**src/rtl/uart_tx_ctrl_if.sv**
```systemverilog
// Handshake and tx_mux-facing signal bundle for the UART transmit sequencer.
// The master side is the byte source (and any observer of the mux controls).
// The slave side is the sequencer itself.
interface uart_tx_ctrl_if #(
    parameter int unsigned DATA_WIDTH = 8
);
    logic                  tx_start;
    logic [DATA_WIDTH-1:0] tx_data;
    logic                  tx_ready;
    logic                  busy;
    logic                  tx_done;
    logic [1:0]            select;
    logic                  data_bit;
    logic                  parity_bit;

    modport master (
        output tx_start,
        output tx_data,
        input  tx_ready,
        input  busy,
        input  tx_done,
        input  select,
        input  data_bit,
        input  parity_bit
    );

    modport slave (
        input  tx_start,
        input  tx_data,
        output tx_ready,
        output busy,
        output tx_done,
        output select,
        output data_bit,
        output parity_bit
    );
endinterface

```
**src/rtl/uart_tx_ctrl.sv**
```systemverilog
// UART transmit sequencer: accepts a parallel word over a ready/start
// handshake and steps tx_mux through start, data (LSB first), optional
// parity and stop bit periods, each CLKS_PER_BIT clocks long.
// tx_mux select encoding: 00 start, 01 data, 10 parity, 11 stop/idle.
module uart_tx_ctrl #(
    parameter int unsigned DATA_WIDTH   = 8,
    parameter int unsigned CLKS_PER_BIT = 16,
    parameter int unsigned PARITY_EN    = 1,
    parameter int unsigned PARITY_ODD   = 0
) (
    input logic           clk,
    input logic           rst_n,
    uart_tx_ctrl_if.slave bus
);

    localparam int unsigned CNT_W = (CLKS_PER_BIT > 1) ? $clog2(CLKS_PER_BIT) : 1;
    localparam int unsigned IDX_W = (DATA_WIDTH > 1) ? $clog2(DATA_WIDTH) : 1;

    localparam logic [1:0] SEL_START  = 2'b00;
    localparam logic [1:0] SEL_DATA   = 2'b01;
    localparam logic [1:0] SEL_PARITY = 2'b10;
    localparam logic [1:0] SEL_STOP   = 2'b11;

    typedef enum logic [2:0] {
        IDLE,
        START,
        DATA,
        PARITY,
        STOP
    } state_t;

    state_t                state_q;
    state_t                state_d;
    logic [CNT_W-1:0]      baud_cnt;
    logic [IDX_W-1:0]      bit_idx;
    logic [DATA_WIDTH-1:0] shift_reg;
    logic                  parity_q;
    logic                  done_q;
    logic                  ready_q;
    logic                  busy_q;
    logic [1:0]            select_q;
    logic [1:0]            select_d;
    logic                  bit_end;
    logic                  accept;
    logic                  last_bit;

    assign bit_end  = (baud_cnt == CNT_W'(CLKS_PER_BIT - 1));
    assign accept   = (state_q == IDLE) && bus.tx_start;
    assign last_bit = (bit_idx == IDX_W'(DATA_WIDTH - 1));

    // State register.
    always_ff @(posedge clk or negedge rst_n) begin
        if (!rst_n) begin
            state_q <= IDLE;
        end else begin
            state_q <= state_d;
        end
    end

    // Next-state sequencing and the mux select for the state being entered.
    always_comb begin
        state_d  = state_q;
        select_d = SEL_STOP;
        case (state_q)
            IDLE:    if (bus.tx_start) state_d = START;
            START:   if (bit_end) state_d = DATA;
            DATA:    if (bit_end && last_bit) state_d = (PARITY_EN != 0) ? PARITY : STOP;
            PARITY:  if (bit_end) state_d = STOP;
            STOP:    if (bit_end) state_d = IDLE;
            default: state_d = IDLE;
        endcase
        case (state_d)
            START:   select_d = SEL_START;
            DATA:    select_d = SEL_DATA;
            PARITY:  select_d = SEL_PARITY;
            default: select_d = SEL_STOP;
        endcase
    end

    // Output registers, loaded from the next state so they line up with state_q.
    always_ff @(posedge clk or negedge rst_n) begin
        if (!rst_n) begin
            select_q <= SEL_STOP;
            ready_q  <= 1'b1;
            busy_q   <= 1'b0;
            done_q   <= 1'b0;
        end else begin
            select_q <= select_d;
            ready_q  <= (state_d == IDLE);
            busy_q   <= (state_d != IDLE);
            done_q   <= (state_q == STOP) && bit_end;
        end
    end

    // Baud timing, bit index, data shifter and parity capture.
    always_ff @(posedge clk or negedge rst_n) begin
        if (!rst_n) begin
            baud_cnt  <= '0;
            bit_idx   <= '0;
            shift_reg <= '0;
            parity_q  <= 1'b0;
        end else if (accept) begin
            baud_cnt  <= '0;
            bit_idx   <= '0;
            shift_reg <= bus.tx_data;
            parity_q  <= (^bus.tx_data) ^ PARITY_ODD[0];
        end else if (state_q != IDLE) begin
            if (bit_end) begin
                baud_cnt <= '0;
                if (state_q == DATA) begin
                    shift_reg <= shift_reg >> 1;
                    bit_idx   <= bit_idx + 1'b1;
                end
            end else begin
                baud_cnt <= baud_cnt + 1'b1;
            end
        end
    end

    assign bus.select     = select_q;
    assign bus.tx_ready   = ready_q;
    assign bus.busy       = busy_q;
    assign bus.tx_done    = done_q;
    assign bus.data_bit   = shift_reg[0];
    assign bus.parity_bit = parity_q;

endmodule

```
**src/flat_wrapper.sv**
```systemverilog
// flat-port wrapper written by rule: the top's interface ports become plain ports
module uart_tx_ctrl_flat 
#(
    parameter int unsigned DATA_WIDTH   = 8,
    parameter int unsigned CLKS_PER_BIT = 16,
    parameter int unsigned PARITY_EN    = 1,
    parameter int unsigned PARITY_ODD   = 0
)
  (clk, rst_n, bus_tx_start, bus_tx_data, bus_tx_ready, bus_busy, bus_tx_done, bus_select, bus_data_bit, bus_parity_bit);
  uart_tx_ctrl_if #(.DATA_WIDTH(DATA_WIDTH)) bus_i ();
  input logic clk;
  input logic rst_n;
  input wire logic [$bits(bus_i.tx_start)-1:0] bus_tx_start;
  input wire logic [$bits(bus_i.tx_data)-1:0] bus_tx_data;
  output wire logic [$bits(bus_i.tx_ready)-1:0] bus_tx_ready;
  output wire logic [$bits(bus_i.busy)-1:0] bus_busy;
  output wire logic [$bits(bus_i.tx_done)-1:0] bus_tx_done;
  output wire logic [$bits(bus_i.select)-1:0] bus_select;
  output wire logic [$bits(bus_i.data_bit)-1:0] bus_data_bit;
  output wire logic [$bits(bus_i.parity_bit)-1:0] bus_parity_bit;
  assign bus_i.tx_start = bus_tx_start;
  assign bus_i.tx_data = bus_tx_data;
  assign bus_tx_ready = bus_i.tx_ready;
  assign bus_busy = bus_i.busy;
  assign bus_tx_done = bus_i.tx_done;
  assign bus_select = bus_i.select;
  assign bus_data_bit = bus_i.data_bit;
  assign bus_parity_bit = bus_i.parity_bit;
  uart_tx_ctrl #(.DATA_WIDTH(DATA_WIDTH), .CLKS_PER_BIT(CLKS_PER_BIT), .PARITY_EN(PARITY_EN), .PARITY_ODD(PARITY_ODD)) u_core (.clk(clk), .rst_n(rst_n), .bus(bus_i));
endmodule
```
**config.mk**
```make
export PLATFORM = sky130hd
export DESIGN_NAME = uart_tx_ctrl_flat
export DESIGN_NICKNAME = d
export VERILOG_FILES = /design/src/rtl/uart_tx_ctrl_if.sv /design/src/rtl/uart_tx_ctrl.sv /design/src/flat_wrapper.sv
export SDC_FILE = /design/constraint.sdc
export NUM_CORES = 1
export LEC_CHECK = 0
export ABC_AREA = 1
export BUFFER_PORTS_ARGS = -buffer_cell sky130_fd_sc_hd__buf_4
export CAP_MARGIN = 20
export CORE_UTILIZATION = 35
export DETAILED_ROUTE_END_ITERATION = 7
export GPL_ROUTABILITY_DRIVEN = 0
export PLACE_DENSITY = 0.55
export SYNTH_ARGS = -nofsm -noshare
export SYNTH_HDL_FRONTEND = slang
export SYNTH_SLANG_ARGS = --single-unit
```
**constraint.sdc**
```tcl
create_clock -name clk -period 1.5 [get_ports clk]
set_input_delay 0.075 -clock clk [delete_from_list [all_inputs] [get_ports clk]]
set_output_delay 0.075 -clock clk [all_outputs]
set_load 0.01 [all_outputs]
```
Word-level counts from Yosys, hierarchy flattened
Index checks and enable logic that the tools add are counted.
- input bits: 11
- register bits: 24
- output and inout bits: 7
- add/subtract/negate cells: 2
- reductions and logical operators: 12
- eq/ne operators: 9
- muxes and demuxes: 18
- operator list (kind ; count):
    $mux W8 ; 4
    $mux W3 ; 9
    $pmux W3 S5 ; 1
    $eq A3 B2 Y1 const B ; 4
    $mux W4 ; 3
    $reduce_xor A8 Y1 ; 1
    $eq A3 B1 Y1 const B ; 2
    $eq A3 B3 Y1 const B ; 2
    $logic_not A3 Y1 ; 2
    $pmux W2 S3 ; 1
    $reduce_bool A2 Y1 ; 3
    $reduce_bool A3 Y1 ; 2
    $add A4 B1 Y4 const B ; 1
    $eq A4 B4 Y1 const B ; 1
    $add A3 B1 Y3 const B ; 1
    $logic_and A1 B1 Y1 ; 3
    $reduce_and A3 Y1 ; 1

Logic depth before layout (Yosys ltp)
Gate-level depths: netlist of the first run.
- depth after elaboration: 6
- mapped depth: 9
- mapped depth without buffers: 9

Worst setup path after synthesis of the first run
Ideal clock, no wire load.
- path kind: register to register
- start point: register u_core.baud_cnt[0]
- end point: register u_core.bit_idx[1]
- data arrival time: 1.195 ns
- path slack: 0.184 ns
- data required time: 1.379 ns
- period minus slack after synthesis: 1.316 ns
- stages on the path, launching flop included: 7
- cells stage by stage: dfrtp_1 > ha_1 > nand3_2 > nor2_4 > nor2_4 > buf_6 > a22o_1
- word-level cells in the longest chain between the ends: 3
- RTL lines (what ; line ; RTL):
    start, declared ; uart_tx_ctrl.sv:34 ; logic [CNT_W-1:0] baud_cnt;
    start signal, assigned ; uart_tx_ctrl.sv:115 ; baud_cnt <= baud_cnt + 1'b1;
    $eq A4 B4 Y1 ; uart_tx_ctrl.sv:47 ; assign bit_end = (baud_cnt == CNT_W'(CLKS_PER_BIT - 1));
    $reduce_bool A2 Y1 (no line) ; -- ;
    $reduce_and A3 Y1 (no line) ; -- ;
    end signal, assigned ; uart_tx_ctrl.sv:112 ; bit_idx <= bit_idx + 1'b1;
    end, declared ; uart_tx_ctrl.sv:35 ; logic [IDX_W-1:0] bit_idx;
No other way between the ends.
A chain may end at the register's enable or synchronous reset.

Worst setup path in the final report of the first run
- start point: register u_core.baud_cnt[1]
- end point: register u_core.shift_reg[4]
- word-level cells in the longest chain between the ends: 3
- RTL lines (what ; line ; RTL):
    $eq A4 B4 Y1 ; uart_tx_ctrl.sv:47 ;
    $reduce_bool A2 Y1 (no line) ; -- ;
    $reduce_and A3 Y1 (no line) ; -- ;
    end signal, assigned ; uart_tx_ctrl.sv:105 ; shift_reg <= bus.tx_data;
    end signal, assigned ; uart_tx_ctrl.sv:111 ; shift_reg <= shift_reg >> 1;
    end, declared ; uart_tx_ctrl.sv:36 ; logic [DATA_WIDTH-1:0] shift_reg;
No other way between the ends.

==> summary.md, run 1 <==
| Metric | Value |
|---|---|
| Critical path launch point type | `flop` |
| Total number of yosys warnings | `0` |
| Ratio of total power to cell area | `772 nW/µm²` |
| Category of the most critical setup path | `reg -> reg` |
| First-pass iteration count of the detailed router | `4` |
| Leakage power total | `0.860 nW` |
| Clock transition at the register clock pins on the worst setup and hold paths after CTS | `0.08 ns` |
| Clock latency at the later pin of the worst-skew pair | `0.26 ns` |
| Register bit total from synthesis | `24` |
| Dominant cell by count in the synthesized netlist | `nand2_1` |
| Clk_skew | `0.00165 ns` |
| Commonest cells in the netlist | `nand2_1 (47), dfrtp_1 (21), inv_1 (20)` |
| Pin count of the biggest net entering global routing | `25` |
| Timing-limited maximum frequency | `0.732 GHz` |
| Die area | `3950 µm²` |
| Critical-path cell list | `ha_2, nand3_4, nor2_4, buf_4, a21oi_1, o21ai_1` |
| Post-synthesis sequential area ratio | `46.6%` |
| Min-Delay Path Class | `in -> reg` |
| Die Span Y | `62.9 µm` |
| Crit path max-delay family | `flip-flops` |
| Critical Path Slowest Stage Cell | `dfrtp_1` |
| Count of standard-cell rows | `21` |
| Actual transition at the worst max-transition pin | `0.301 ns` |
| Antenna Diode Count | `0` |
| Prevailing post-synth register cell | `dfrtp_1` |
| Cts bufs inserted | `3` |
| HPWL after detailed placement | `1710 µm` |
| Worst hold endpoint | `u_core.shift_reg[7]$_DFFE_PN0P_` |
| Setup slack on the worst flop-to-flop path | `0.13 ns` |
| Longest Clk Path Bufs | `2` |
| Total number of H-tree levels | `1` |
| Flip-flop count of the largest register after layout | `8` |
| Final antenna-violating net count | `0` |
| Final hold viol count | `0` |
| Number of cells traversed by the worst hold path | `3` |
| Design Power | `0.00119 W` |
| Root buffer cell | `clkbuf_8` |
| Final setup fails | `0` |
| Overall global routing resource usage | `13.0%` |
| Die Width | `62.9 µm` |
| Netlist Area Pre-Place | `1300 µm²` |
| Data required, critical path | `1.69 ns` |
| Remaining Overflow, GRT | `0` |
| Status | `finished, final reports clean` |
| Highest net fanout along the worst path | `7` |
| Unrepaired setup endpoints after global routing | `false` |
| HP Start | `bus_tx_data[7]` |
| Buffer and inverter count on the worst path | `1` |
| Clock tree from TritonCTS | `built` |
| Async set-reset flop share out of synthesis | `100%` |
| Iter 0 DRT Violations | `48` |
| Number of global-route vias before repair | `973` |
| Average cell area after synthesis | `8.15 µm²` |
| Post-layout net count | `196` |
| Core Area | `3440 µm²` |
| Worst ir drop on vdd | `221 µV` |
| Aggregate routed wire length | `2230 µm` |
| # clock sinks | `24` |
| Reg2reg path depth | `6` |
| Largest incremental delay on the critical path | `0.38 ns` |
| Pins Over Slew Limit | `0` |
| Kind of end point of the critical path | `flop` |
| Ranking of synthesized cells by area | `dfrtp_1 (41%), nand2_1 (14%), dfstp_2 (6.1%)` |
| Shortest clock period the worst path allows after layout | `1.37 ns` |
| Share of final-layout standard cells stronger than drive strength 1 | `23.2%` |
| Share of the clock period used by the worst path after layout | `91.1%` |
| Syn nets | `173` |
| Number of flops mapped to enable cells by yosys | `0` |
| Starting Density | `37.7%` |
| Area share of the largest cell type after synthesis | `40.5%` |
| Antenna violations before repair | `0` |
| Routed wire length per instance | `9.80 µm` |
| Post-route DRC violation count | `0` |
| Count of vias placed by the detailed router | `1028` |
| Post-synthesis instance total | `159` |
| Cell taking the most area after synthesis | `dfrtp_1` |
| Relative max-transition margin | `79.9%` |
| Setup WS post-layout | `0.134 ns` |
| Setup total negative slack | `0 ns` |
| Distinct cell type count of the synthesized netlist | `23` |
| Startpoint of the worst register-to-register path | `u_core.baud_cnt[1]$_DFFE_PN0P_` |
| Worst Setup Slack post-DPL | `0.0642 ns` |
| Port Buf Inserts | `17` |
| Via density | `4.53` |
| I/O pins | `18` |
| Arrival time worst endpoint | `1.55 ns` |
| Global-route wire length before repair | `4070 µm` |
| Fill count | `363` |
| Worst reg2reg endpoint | `u_core.shift_reg[4]$_DFFE_PN0P_` |
| Max-cap viol count | `0` |
| Layout Area Growth over Synthesis | `19.2%` |
cells by family after synthesis:
logic type	Yosys count	share of synthesized area (%)
and+or+nand+nor	83	30.8
buffers and inverters	25	9.17
DFF	24	46.6
adders and majority gates	3	2.90
xor gates and xnor gates	2	1.35
AOI/OAI and AO/OA	22	9.17
metrics by stage:
stage | cells | util [%] | area (µm²) | hold slack, ns
floorplan | 159 | - | 1300 | -0.221
global placement | 220 | 42.3 | 1460 | -0.00935
detailed placement | 220 | 42.3 | 1460 | -0.00811
CTS | 225 | 44.2 | 1520 | 0.0910
global route | 227 | 44.9 | 1550 | 0.109
finish | 227 | 44.9 | 1550 | 0.0906
power by group:
group	internal (W)	leakage, nW	switching [W]
Sequential	0.000658	0.300	0.00000689
Clock	0.000234	0.0288	0.000189
Combinational	0.0000457	0.531	0.0000590
worst min-delay path, delay by kind of cell:
| family | cells | cell delay, ns |
|---|---|---|
| compound gates | 1 | 0.07 |
| buf+inv | 2 | 0.17 |
layout make-up:
| class | count | area (µm²) | share of cell area, % |
|---|---|---|---|
| well taps | 46 | 57.6 | 3.72 |
| flip-flops and latches | 24 | 604 | 39.1 |
| multi-input cells | 110 | 583 | 37.7 |
| repair buffers | 21 | 160 | 10.4 |
| inverters | 22 | 85.1 | 5.51 |
| clock buffers | 4 | 55.1 | 3.56 |
cell usage in the layout (no fill, tap or decap), drive strengths merged:
cell	n
clkbuf	4
ha	3
o21ai	11
inv	22
a22o	2
dfrtp	21
xor2	1
dfstp	3
nor2	19
nand3	13
dlygate4sd3	1
xnor2	1
nor4	1
a21oi	9
buf	20
nand2	50
per-layer routing:
layer | wire length [µm] | vias to the layer above | GRT usage [%]
li1 | - | 542 | -
met5 | 0 | - | 0
met1 | 1010 | 466 | 16.1
met4 | 29 | 0 | 6.10
met3 | 59 | 2 | 2.19
met2 | 1130 | 18 | 21.9
worst max path at each step:
stage	start	endpoint	slack [ns]	cells after the start
after global routing	u_core.baud_cnt[1]$_DFFE_PN0P_	u_core.shift_reg[1]$_DFFE_PN0P_	0.01	6
after CTS	u_core.baud_cnt[0]$_DFFE_PN0P_	u_core.shift_reg[4]$_DFFE_PN0P_	0.03	6
after floorplan	u_core.baud_cnt[0]$_DFFE_PN0P_	u_core.bit_idx[1]$_DFFE_PN0P_	0.18	6
after global placement	u_core.baud_cnt[0]$_DFFE_PN0P_	u_core.shift_reg[4]$_DFFE_PN0P_	0.13	6
after detailed placement	u_core.baud_cnt[0]$_DFFE_PN0P_	u_core.shift_reg[4]$_DFFE_PN0P_	0.06	6
final	u_core.baud_cnt[1]$_DFFE_PN0P_	u_core.shift_reg[4]$_DFFE_PN0P_	0.13	6
repair_timing:
| item | in CTS | in global routing |
|---|---|---|
| endpoints found under the hold margin | 24 | 0 |
| setup buffers | 0 | 2 |
| hold buffers | 1 | 0 |
| endpoints found under the setup margin | 0 | 11 |
| gates resized for setup | 0 | 3 |
Note: power is estimated with default switching activity, not from simulation.
==> run 2: changes to the inputs <==
==> constraint.sdc (replaced) <==
create_clock -name clk -period 1.4 [get_ports clk]
set_input_delay 0.07 -clock clk [delete_from_list [all_inputs] [get_ports clk]]
set_output_delay 0.07 -clock clk [all_outputs]
set_load 0.01 [all_outputs]
==> run 2 against run 1 <==
  * Wire length up 5.3%
  * Die area unchanged
  * Cell area grew 3.9%
  * Utilization is 1.7 points higher
  * Critical path depth decreased by 1
  * Critical path type unchanged
  * Critical endpoint is now u_core.bit_idx[2]$_DFFE_PN0P_
  * Highest routed layer unchanged
==> summary.md, run 2 (same netlist as run 1, synthesis figures left out) <==
| Metric | Value |
|---|---|
| Status | `finished, final reports clean` |
| I/O pins | `18 (unchanged)` |
| Min-Delay Path Class | `in -> reg` |
| Routed wire length per instance | `10.1 µm (+3.0%)` |
| Port Buf Inserts | `17 (unchanged)` |
| Data required, critical path | `1.56 ns (-0.13 ns)` |
| Worst path depth | `5 (-1)` |
| Critical path launch point type | `flop` |
| Cell count after placement | `222 (+0.91%)` |
| Worst ir drop on vdd | `274 µV (+24%)` |
| Hold slack | `0.0763 ns (-0.0143 ns)` |
| Die area | `3950 µm² (unchanged)` |
| Via density | `4.56 (+0.61%)` |
| Number of cells traversed by the worst hold path | `3 (unchanged)` |
| Clock tree from TritonCTS | `built` |
| Crit path max-delay family | `simple AND/OR/NAND/NOR gates` |
| Starting Density | `37.7% (unchanged)` |
| HP Start | `bus_tx_data[7]` |
| Clk_skew | `0.00176 ns (+0.000111 ns)` |
| Cts bufs inserted | `3 (unchanged)` |
| Die Width | `62.9 µm (unchanged)` |
| Worst Setup SP | `u_core.baud_cnt[1]$_DFFE_PN0P_` |
| Commonest non-fill, non-tap cell in the layout | `nand2_1` |
| Worst Setup Slack post-DPL | `0.000228 ns (-0.0640 ns)` |
| Arrival time worst endpoint | `1.50 ns (-0.05 ns)` |
| First-pass iteration count of the detailed router | `4 (unchanged)` |
| Core Area | `3440 µm² (unchanged)` |
| Setup WS post-layout | `0.0544 ns (-0.0797 ns)` |
| Antenna violations before repair | `0 (unchanged)` |
| Max-cap viol count | `0 (unchanged)` |
| Routed wire length on met3 | `56 µm (-5.1%)` |
| Highest net fanout along the worst path | `11 (+4)` |
| Count of standard-cell rows | `21 (unchanged)` |
| Buffer and inverter count on the worst path | `0 (-1)` |
| Root buffer cell | `clkbuf_8` |
| Final setup fails | `0 (unchanged)` |
| Actual transition at the worst max-transition pin | `0.300 ns (-0.00175 ns)` |
| Layout Area Growth over Synthesis | `23.8%` |
| Pin count of the biggest net entering global routing | `25 (unchanged)` |
| Die Span Y | `62.9 µm (unchanged)` |
| Clock transition at the register clock pins on the worst setup and hold paths after CTS | `0.08 ns (about the same)` |
| Remaining Overflow, GRT | `0 (unchanged)` |
| Flip-flop count of the largest register after layout | `8 (unchanged)` |
| Post-layout net count | `201 (+2.6%)` |
| Total number of H-tree levels | `1 (unchanged)` |
| Overall global routing resource usage | `13.1% (+0.096 points)` |
| Iter 0 DRT Violations | `20 (-58%)` |
| Aggregate routed wire length | `2340 µm (+5.3%)` |
| Ratio of total power to cell area | `802 nW/µm² (+3.9%)` |
| HPWL after detailed placement | `1740 µm (+1.8%)` |
| # clock sinks | `24 (unchanged)` |
| Final hold viol count | `0 (unchanged)` |
| Timing-limited maximum frequency | `0.743 GHz (+1.5%)` |
| Global-route wire length before repair | `4130 µm (+1.4%)` |
| Clock latency at the later pin of the worst-skew pair | `0.26 ns (about the same)` |
| Number of global-route vias before repair | `973 (unchanged)` |
| Leakage power total | `0.892 nW (+3.7%)` |
| Detailed route wirelength on metal2 | `1180 µm (+4.8%)` |
| Most used cells in the layout excluding fill and tap cells | `nand2_1 (47), buf_4 (24), dfrtp_1 (21)` |
| Final standard cell count with taps included and fillers excluded | `232 (+2.2%)` |
| Critical Path Slowest Stage Cell | `dfrtp_1` |
| Post-route DRC violation count | `0 (unchanged)` |
| Share of the clock period used by the worst path after layout | `96.1% (+5.1 points)` |
| Antenna Diode Count | `0 (unchanged)` |
| Startpoint of the worst register-to-register path | `u_core.baud_cnt[1]$_DFFE_PN0P_` |
| CP most frequent cell | `nor2_4` |
| Routed metal-1 wirelength | `1070 µm (+5.8%)` |
| Uppermost layer routed | `met4` |
| Largest incremental delay on the critical path | `0.42 ns (+0.04 ns)` |
| Setup total negative slack | `0 ns (unchanged)` |
| Count of vias placed by the detailed router | `1057 (+2.8%)` |
| Pins Over Slew Limit | `0 (unchanged)` |
| Kind of end point of the critical path | `flop` |
| Shortest clock period the worst path allows after layout | `1.35 ns (-0.0203 ns)` |
| Reg2reg path depth | `5 (-1)` |
| Longest Clk Path Bufs | `2 (unchanged)` |
| Category of the most critical setup path | `reg -> reg` |
| Relative max-transition margin | `80.0% (+0.12 points)` |
| Share of final-layout standard cells stronger than drive strength 1 | `26.3% (+3.1 points)` |
| Final antenna-violating net count | `0 (unchanged)` |
| Critical-path cell list | `ha_4, nand3_4, nor2_4, nor2_4, a22o_2` |
run 2: cell count changes in the layout (fill, tap and decap cells not counted):
cell / delta
a21oi_2: +1
buf_4: +4
a21oi_1: -1
nand3_2: +1
nand3_1: -1
ha_4: +1
buf_6: +1
ha_2: -1
run 2: metal layers:
layer	vias to the layer above	GRT usage [%]
li1	554	-
met1	481	16.6
met2	18	21.6
met3	4	2.19
met4	0	6.10
met5	-	0
run 2: where the power goes:
part,internal [W],switching [W]
logic,0.0000490,0.0000638
clock network,0.000251,0.000211
registers,0.000705,0.00000702
run 2: path summary, 6_finish.rpt:
check	end	slack, ns
hold / removal	u_core.shift_reg[7]$_DFFE_PN0P_	0.08
hold reg to reg	u_core.bus.parity_bit$_DFFE_PN0P_	0.49
setup reg to reg	u_core.bit_idx[2]$_DFFE_PN0P_	0.05
setup / recovery	u_core.bit_idx[2]$_DFFE_PN0P_	0.05
min in group asynchronous	u_core.baud_cnt[2]$_DFFE_PN0P_	0.24
max in group asynchronous	u_core.bus.select[0]$_DFF_PN1_	0.88
run 2: worst reg2reg max path, cell delays in order (launching register included):
cell and delay (ns):
dfrtp_1 0.42, ha_4 0.17, nand3_4 0.11, nor2_4 0.22
nor2_4 0.10, a22o_2 0.21
run 2: layout make-up:
type / instances / area (µm²)
timing repair buffer: 26 / 201
sequential: 24 / 604
multi-input combinational: 110 / 602
fill: 334 / 1840
inverter: 22 / 85.1
tap: 46 / 57.6
clock buffer: 4 / 55.1
run 2: timing repair:
| action | 4_1_cts | 5_1_grt |
|---|---|---|
| setup buffers | 0 | 5 |
| pin swaps | 1 | 3 |
| setup endpoints to repair | 3 | 15 |
| hold endpoints to repair | 24 | 0 |
| gates resized for setup | 0 | 7 |
| hold buffers | 1 | 0 |
run 2: stage by stage:
stage / util [%] / power [W] / instance area (µm²)
detailed placement: 42.7 / 0.000839 / 1470
CTS: 44.6 / 0.00131 / 1540
global route: 46.6 / 0.00137 / 1610
global placement: 42.7 / 0.000834 / 1470
floorplan: - / 0.000778 / 1300
finish: 46.6 / 0.00129 / 1610
